<file path="config.mk">
export PLATFORM = sky130hd
export DESIGN_NAME = servo_pwm_ctrl
export DESIGN_NICKNAME = d
export VERILOG_FILES = /design/src/rtl/servo_pkg.sv /design/src/rtl/contador_m.sv /design/src/rtl/servo_pwm_ctrl.sv
export SDC_FILE = /design/constraint.sdc
export NUM_CORES = 1
export LEC_CHECK = 0
export BUFFER_PORTS_ARGS = -buffer_cell sky130_fd_sc_hd__buf_2
export CAP_MARGIN = 20
export CORE_MARGIN = 4
export CORE_UTILIZATION = 40
export CTS_BUF_LIST = sky130_fd_sc_hd__clkbuf_4
export DETAILED_ROUTE_END_ITERATION = 6
export SYNTH_ARGS = -nofsm -noshare
export SYNTH_HDL_FRONTEND = slang
export SYNTH_SLANG_ARGS = --single-unit
</file>
<file path="constraint.sdc">
create_clock -name clock -period 8.5 [get_ports clock]
set_clock_uncertainty 0.1 [all_clocks]
set_input_delay 2.55 -clock clock [delete_from_list [all_inputs] [get_ports clock]]
set_output_delay 2.55 -clock clock [all_outputs]
set_load 0.01 [all_outputs]
</file>
<file path="src/rtl/servo_pkg.sv">
// Shared constants for the servo position sweep.
// Default timing targets a 50 MHz clock and a 20 ms servo frame.
package servo_pkg;

  localparam int SERVO_PERIOD     = 1000000;
  localparam int SERVO_WIDTH_MIN  = 50000;
  localparam int SERVO_WIDTH_STEP = 7000;
  localparam int SERVO_HOLD       = 25;
  localparam int SERVO_CW         = 20;
  localparam int POS_W            = 3;

endpackage

</file>
<file path="src/rtl/contador_m.sv">
// Generic modulo-M counter with synchronous clear.
// fim flags the terminal count M-1.
module contador_m #(
  parameter int M = 16,
  parameter int N = 4
) (
  input  logic         clock,
  input  logic         zera,
  input  logic         conta,
  output logic [N-1:0] q,
  output logic         fim
);

  logic [N-1:0] q_q;
  logic [N-1:0] q_d;

  always_comb begin
    q_d = q_q;
    if (conta) begin
      q_d = (q_q == N'(M - 1)) ? '0 : q_q + N'(1);
    end
  end

  always_ff @(posedge clock) begin
    if (zera) q_q <= '0;
    else      q_q <= q_d;
  end

  assign q   = q_q;
  assign fim = (q_q == N'(M - 1));

endmodule

</file>
<file path="src/rtl/servo_pwm_ctrl.sv">
// Servo PWM generator: fixed period, width linear in position index.
// Emits conta_pos every HOLD active periods to step the selector.
module servo_pwm_ctrl
  import servo_pkg::*;
#(
  parameter int PERIOD     = SERVO_PERIOD,
  parameter int WIDTH_MIN  = SERVO_WIDTH_MIN,
  parameter int WIDTH_STEP = SERVO_WIDTH_STEP,
  parameter int HOLD       = SERVO_HOLD,
  parameter int CW         = SERVO_CW
) (
  input  logic             clock,
  input  logic             reset,
  input  logic             liga,
  input  logic [POS_W-1:0] posicao,
  output logic             pwm,
  output logic             fim_periodo,
  output logic             conta_pos,
  output logic [POS_W-1:0] db_posicao
);

  localparam int HW = (HOLD > 1) ? $clog2(HOLD) : 1;
  localparam logic [HW-1:0] HOLD_LAST = HW'(HOLD - 1);

  if ((WIDTH_MIN + 7 * WIDTH_STEP > PERIOD) || (HOLD < 1) ||
      (PERIOD < 2) || ((PERIOD - 1) >= (2 ** CW))) begin : g_bad_cfg
    $fatal(1, "servo_pwm_ctrl: invalid parameter set");
  end

  logic [CW-1:0]    cnt;
  logic             fim;
  logic [CW-1:0]    cnt_nx;
  logic [CW-1:0]    nova_largura;
  logic [CW-1:0]    largura_q, largura_d;
  logic             ativo_q, ativo_d;
  logic [POS_W-1:0] pos_q, pos_d;
  logic [HW-1:0]    hold_q, hold_d;
  logic             pwm_q, pwm_d;

  contador_m #(
    .M (PERIOD),
    .N (CW)
  ) u_periodo (
    .clock (clock),
    .zera  (reset),
    .conta (1'b1),
    .q     (cnt),
    .fim   (fim)
  );

  assign nova_largura = CW'(WIDTH_MIN) + CW'(posicao) * CW'(WIDTH_STEP);
  assign cnt_nx       = cnt + CW'(1);

  // pwm_d looks one cycle ahead so the registered pulse lines up with cnt
  always_comb begin
    largura_d = largura_q;
    ativo_d   = ativo_q;
    pos_d     = pos_q;
    hold_d    = hold_q;
    pwm_d     = ativo_q && (cnt_nx < largura_q);
    if (fim) begin
      largura_d = nova_largura;
      ativo_d   = liga;
      pos_d     = posicao;
      pwm_d     = liga && (nova_largura != '0);
      if (!ativo_q || hold_q == HOLD_LAST) hold_d = '0;
      else                                 hold_d = hold_q + HW'(1);
    end
  end

  always_ff @(posedge clock) begin
    if (reset) begin
      largura_q <= CW'(WIDTH_MIN);
      ativo_q   <= 1'b0;
      pos_q     <= '0;
      hold_q    <= '0;
      pwm_q     <= 1'b0;
    end else begin
      largura_q <= largura_d;
      ativo_q   <= ativo_d;
      pos_q     <= pos_d;
      hold_q    <= hold_d;
      pwm_q     <= pwm_d;
    end
  end

  assign pwm         = pwm_q;
  assign fim_periodo = fim;
  assign conta_pos   = fim && ativo_q && (hold_q == HOLD_LAST);
  assign db_posicao  = pos_q;

endmodule

</file>
**After elaboration in Yosys (flattened, before gate mapping)**

Cells that the tools add are included.
Widths: inputs -> output; s select.

- Bits in registers: 50
- Latch bits: 0
- RAM bits: 0
- Bits in read-only memories: 0
- Input bits: 6
- Output and inout port bits: 6
- Word-level logic and storage cells: 23
- Memories: 0

- $add $sub $neg: 3
- $mul: 1
- Div/mod/pow operators: 0
- Order comparisons: 1
- Eq/ne operators: 2
- Shift operators: 0
- Muxes and demuxes: 2
- Bitwise logic cells: 0
- Reductions and logical operators: 8

Operators by type and width:

| cell | count |
|---|---|
| $add 20x1->20 const B | 1 |
| $eq 20x20->1 const B | 1 |
| $lt 20x20->1 | 1 |
| $reduce_bool 20->1 | 1 |
| $add 16x16->17 const A | 1 |
| $mul 3x10->13 const B | 1 |
| $add 5x1->5 const B | 1 |
| $eq 5x5->1 const B | 1 |
| $mux 5 | 1 |
| $logic_and 1x1->1 | 4 |
| $reduce_or 2->1 | 1 |
| $logic_not 1->1 | 1 |
| $logic_or 1x1->1 | 1 |
| $mux 1 | 1 |

**Depth between registers and ports, before layout**

- Depth in word-level cells: 5
- Depth in mapped cells: 16
- Gate-level depth less buffers: 14

**Hierarchy**

A second synthesis with hierarchy kept.

- Cells, all modules: 394
- Area, all modules: 3,268.1 um2

Modules (own cells, without submodules):

| module | instances | cells an instance | area an instance (um2) | sequential area each (um2) |
|---|---|---|---|---|
| servo_pwm_ctrl | 1 | 285 | 2,314.7 | 460.4 |
| contador_m | 1 | 109 | 953.4 | 400.4 |

**Worst setup path after synthesis**

OpenSTA, ideal clock, no wires.

- Path type: input to register
- Start: in posicao[1]
- End: reg largura_q[14]
- Library setup time: 0.120 ns
- Data arrival time: 5.334 ns
- Data required time: 8.280 ns
- Slack: 2.947 ns
- Stages: 16
- Buffers on the path: 2
- Cells stage by stage: inv_2 -> ha_1 -> inv_1 -> ha_1 -> clkbuf_1 -> inv_1 -> fa_1 -> buf_2 -> xnor2_1 -> xnor2_1 -> o21ai_1 -> nand4bb_1 -> and2_1 -> nand2_1 -> xor2_1 -> a211o_1

- Cells in the longest elaborated chain, start to end: 2

Ends and longest elaborated chain:

| what | RTL line | text |
|---|---|---|
| from (decl) | servo_pwm_ctrl.sv:15 | `input logic [POS_W-1:0] posicao,` |
| $mul 3x10->13 | servo_pwm_ctrl.sv:51 | `assign nova_largura = CW'(WIDTH_MIN) + CW'(posicao) * CW'(WIDTH_STEP);` |
| $add 16x16->17 | servo_pwm_ctrl.sv:51 |  |
| to (signal assigned) | servo_pwm_ctrl.sv:73 | `largura_q <= CW'(WIDTH_MIN);` |
| to (signal assigned) | servo_pwm_ctrl.sv:79 | `largura_q <= largura_d;` |
| to (decl) | servo_pwm_ctrl.sv:34 | `logic [CW-1:0] largura_q, largura_d;` |

No other way between the ends.
A chain may end at the register's enable or synchronous reset.

**Final worst setup path**

Ends and elaborated chain as after synthesis.

==> flow_metrics.tcl <==
set metrics [dict create \
    synthToLayoutAreaGrowth_pct 4.460 \
    peak_fanout_along_the_critical_path 17 \
    hold_end "largura_q[10]$_SDFFE_PP0P_" \
    dr_wl_met3_um 131 \
    drv.max_cap_violation_count 0 \
    max_clock_freq_ghz 0.1697 \
    rsz0062_at_grt "false" \
    route.top_layer_used "met4" \
    post_drt_wl_per_cell_um 13.63 \
    grt_start_max_net_pins 23 \
    yosys-top-cells-count "sky130_fd_sc_hd__dfxtp_1 (43), sky130_fd_sc_hd__nor2_1 (36), sky130_fd_sc_hd__nand2_1 (32)" \
    drive_above_1_share_pct 7.990 \
    clock_tree.root_cell "sky130_fd_sc_hd__clkbuf_4" \
    ys.warnings.count 0 \
    cts_made_buffers 5 \
    setup.worst_path.end_class "flop" \
    place_congestion 0.8974 \
    synth_area_leaders "sky130_fd_sc_hd__dfxtp_1 (28%), sky130_fd_sc_hd__ha_1 (10%), sky130_fd_sc_hd__xnor2_1 (4.8%)" \
    routed-wl-met2_um 3069 \
    totalWireLength_um 6640 \
    synth_enable_flop_cells 0 \
    dpl.hpwl_um 5036 \
    ir_drop_mv 0.04342 \
    core_mm2 0.007408 \
    preCtsSetupSlack_ns 2.260 \
    final_net_count 420 \
    clk_path_buf_depth 2 \
    synth_top_cell_area_share_pct 27.64 \
    clkSinkCount 43 \
    slew_headroom_pct 36.70 \
    setup-tns-final_ns 0 \
    synth_ff_type "sky130_fd_sc_hd__dfxtp_1" \
    finalCritPeriodShare_pct 69.35 \
    detail_route.wirelength.met1_um 3286 \
    grt_pass1_wl_um 11490 \
    tightest_slew_ns 0.9460 \
    residual_overflow_from_global_routing 0 \
    die_width_um 96.24 \
    cp_max_delay_cell "sky130_fd_sc_hd__fa_1" \
    tritoncts_clock_tree "yes" \
    worst_ep_required_time_ns 8.64 \
    worst-endpoint-arrival_ns 6.04 \
    fillerInstances 750 \
    first_pass_iters 4 \
    initial_utilization_pct 42.04 \
    part_of_the_yosys_area_used_for_sequential_elements_pct 27.64 \
    floorplan.die.height_um 96.24 \
    syn_nets 421 \
    worst_path_largest_cell_delay_ns 0.58 \
    cts_max_level 2 \
    layoutNonFillerInstCount 487 \
    netlist_area_pre_place_mm2 0.003114 \
    track_usage_pct 15.56 \
    setup.worst_path.class "input port to flop" \
    grt_antenna_before_repair 0 \
    worst_hold_path_type "flop to flop" \
    grt_pass1_vias 2467 \
    post_cts.repair.setup_buffers 0 \
    post_synth.cell_area_avg_um2 8.026 \
    drcViolationCount 0 \
    count_of_distinct_cell_types_in_the_synthesized_netlist 65 \
    synth_area_leader_cell "sky130_fd_sc_hd__dfxtp_1" \
    routed_via_density 5.417 \
    hold_viol_final 0 \
    io_pins 12 \
    worst-r2r-cell-count 12 \
    insertedDiodeCount 0 \
    yosys_register_bits 43 \
    period_needed_ns 5.894 \
    start_kind "input port" \
    detail-route-antenna-nets 0 \
    worst_hold_depth 2 \
    outcome "finished, final reports clean" \
    clkTransAtPathRegs_ns 0.11 \
    fin_ws_ns 2.606 \
    min_from "largura_q[10]$_SDFFE_PP0P_" \
    postCtsHoldBufs 0 \
    async_reset_ff_share_pct 0 \
    clock_insertion_delay_worst_skew_ns 0.35 \
    fin_worst_hold_slack_ns 0.3590 \
    path_cells "buf_2, inv_2, ha_1, inv_1, ha_1, inv_1, fa_1, o21ai_1, a21oi_1, a311oi_1, nand4bb_1, and2_1, nand2_1, xor2_1, a211o_1" \
    drv_slew 0 \
    die_area_mm2 0.009261 \
    io_buffers 11 \
    power.leakage_nw 1.365 \
    critical_path.reg2reg.startpoint "u_periodo.q[0]$_SDFF_PP0_" \
    synthMostInstantiatedCell "sky130_fd_sc_hd__dfxtp_1" \
    power.density_cell_area_mw_per_mm2 124.7 \
    setup_violations 0 \
    fp-row-count 31 \
    detailroute.via_count 2638 \
    cts_resized 0 \
    regToRegSetupSlack_ns 5.25 \
    drt-initial-drc-count 106 \
    dpl.cell_count 479 \
    postSynthCellCount 388 \
    timing.rr.end "pwm$_SDFF_PP0_" \
]
## layer usage
| metal | vias to the layer above | GRT usage [%] |
|---|---|---|
| met2 | 34 | 25.59 |
| met4 | 0 | 7.109 |
| met3 | 12 | 2.111 |
| met1 | 1231 | 20.03 |
| li1 | 1361 | - |
| met5 | - | 0 |
## report_power, final
part / total, mW / switching (mW) / internal, mW / leakage [nW]
Sequential: 0.205 / 0.00230 / 0.203 / 0.347
Combinational: 0.0995 / 0.0603 / 0.0392 / 0.982
Clock: 0.101 / 0.0626 / 0.0387 / 0.0361
## registers in the layout, indices dropped and copies added, names as in the netlist
| signal | count |
|---|---|
| ativo_q | 1 |
| hold_q | 5 |
| db_posicao | 3 |
| u_periodo.q | 20 |
| largura_q | 13 |
| pwm | 1 |
## through the flow
stage	utilization, %	total power [mW]	area (um2)
6_report	43.91	0.4058	3253
5_1_grt	43.91	0.4342	3253
4_1_cts	43.91	0.4112	3253
3_5_place_dp	43.13	0.3083	3196
3_3_place_gp	43.13	0.3084	3196
2_1_floorplan	-	0.2898	3114
## cell type report
cell class	count	area, um2	area share (%)
Tap cell	99	123.9	3.808
Clock inverter	1	5.005	0.1538
Inverter	27	101.3	3.115
Sequential cell	43	860.8	26.46
Clock buffer	7	52.55	1.615
Multi-Input combinational cell	298	2047	62.92
Timing Repair Buffer	12	62.56	1.923
## logic make-up (layout without fill, tap and decap cells)
family	count (synthesis)	after routing	synth area share, %
simple gates	159	159	27.96
flops	43	43	27.64
xor+xnor	30	30	8.437
compound gates	81	81	17.92
fa+ha+maj	27	27	11.09
buf+inv	47	47	6.629
mux	1	1	0.3214
## worst max-delay path, delay by kind of cell
| family | cells | cell delay (ns) |
|---|---|---|
| AND/OR/NAND/NOR | 3 | 0.50 |
| adder cells (fa/ha/maj) | 3 | 1.21 |
| XOR/XNOR | 1 | 0.14 |
| buffers and inverters | 4 | 0.56 |
| AO/OA/AOI/OAI | 4 | 1.06 |
## how the worst max path moves through the flow
| stage | slack [ns] | start | end | cells past startpoint |
|---|---|---|---|---|
| 6_report | 2.61 | posicao[1] | largura_q[14]$_SDFFE_PP1P_ | 15 |
| 3_3_place_gp | 2.34 | posicao[1] | largura_q[14]$_SDFFE_PP1P_ | 15 |
| 3_5_place_dp | 2.26 | posicao[1] | largura_q[14]$_SDFFE_PP1P_ | 15 |
| 4_1_cts | 2.65 | posicao[1] | largura_q[14]$_SDFFE_PP1P_ | 15 |
| 5_1_grt | 2.29 | posicao[1] | largura_q[14]$_SDFFE_PP1P_ | 15 |
| 2_1_floorplan | 2.95 | posicao[1] | largura_q[14]$_SDFFE_PP1P_ | 16 |
## layout by cell type, fill, tap and decap left out, types with 2 or more instances in the layout
master	netlist	final
sky130_fd_sc_hd__nor4_1	3	3
sky130_fd_sc_hd__a211oi_1	5	5
sky130_fd_sc_hd__nor3_1	6	6
sky130_fd_sc_hd__and4_1	2	2
sky130_fd_sc_hd__nor2_1	36	36
sky130_fd_sc_hd__a21o_1	7	7
sky130_fd_sc_hd__a211o_1	7	7
sky130_fd_sc_hd__and2_1	18	18
sky130_fd_sc_hd__o21bai_1	3	3
sky130_fd_sc_hd__buf_2	7	11
sky130_fd_sc_hd__nand3_2	2	2
sky130_fd_sc_hd__nand4b_1	3	3
sky130_fd_sc_hd__and3b_1	2	2
sky130_fd_sc_hd__o211ai_1	2	2
sky130_fd_sc_hd__nand4_1	7	7
sky130_fd_sc_hd__a31oi_1	3	3
sky130_fd_sc_hd__a21oi_1	18	18
sky130_fd_sc_hd__nor3b_1	3	3
sky130_fd_sc_hd__clkbuf_4	1	7
sky130_fd_sc_hd__o21ai_0	4	4
sky130_fd_sc_hd__xor2_1	13	13
sky130_fd_sc_hd__or3_1	4	4
sky130_fd_sc_hd__o31ai_1	5	5
sky130_fd_sc_hd__nand3_1	16	16
sky130_fd_sc_hd__a22oi_1	2	2
sky130_fd_sc_hd__o21ai_1	9	9
sky130_fd_sc_hd__inv_2	3	3
sky130_fd_sc_hd__nand2_1	32	32
sky130_fd_sc_hd__ha_1	26	26
sky130_fd_sc_hd__and3_1	6	6
sky130_fd_sc_hd__dfxtp_1	43	43
sky130_fd_sc_hd__nor2b_1	3	3
sky130_fd_sc_hd__inv_1	24	24
sky130_fd_sc_hd__xnor2_1	17	17
sky130_fd_sc_hd__nand2b_1	7	7
sky130_fd_sc_hd__a22o_1	2	2
(Power assumes the default switching activity.)
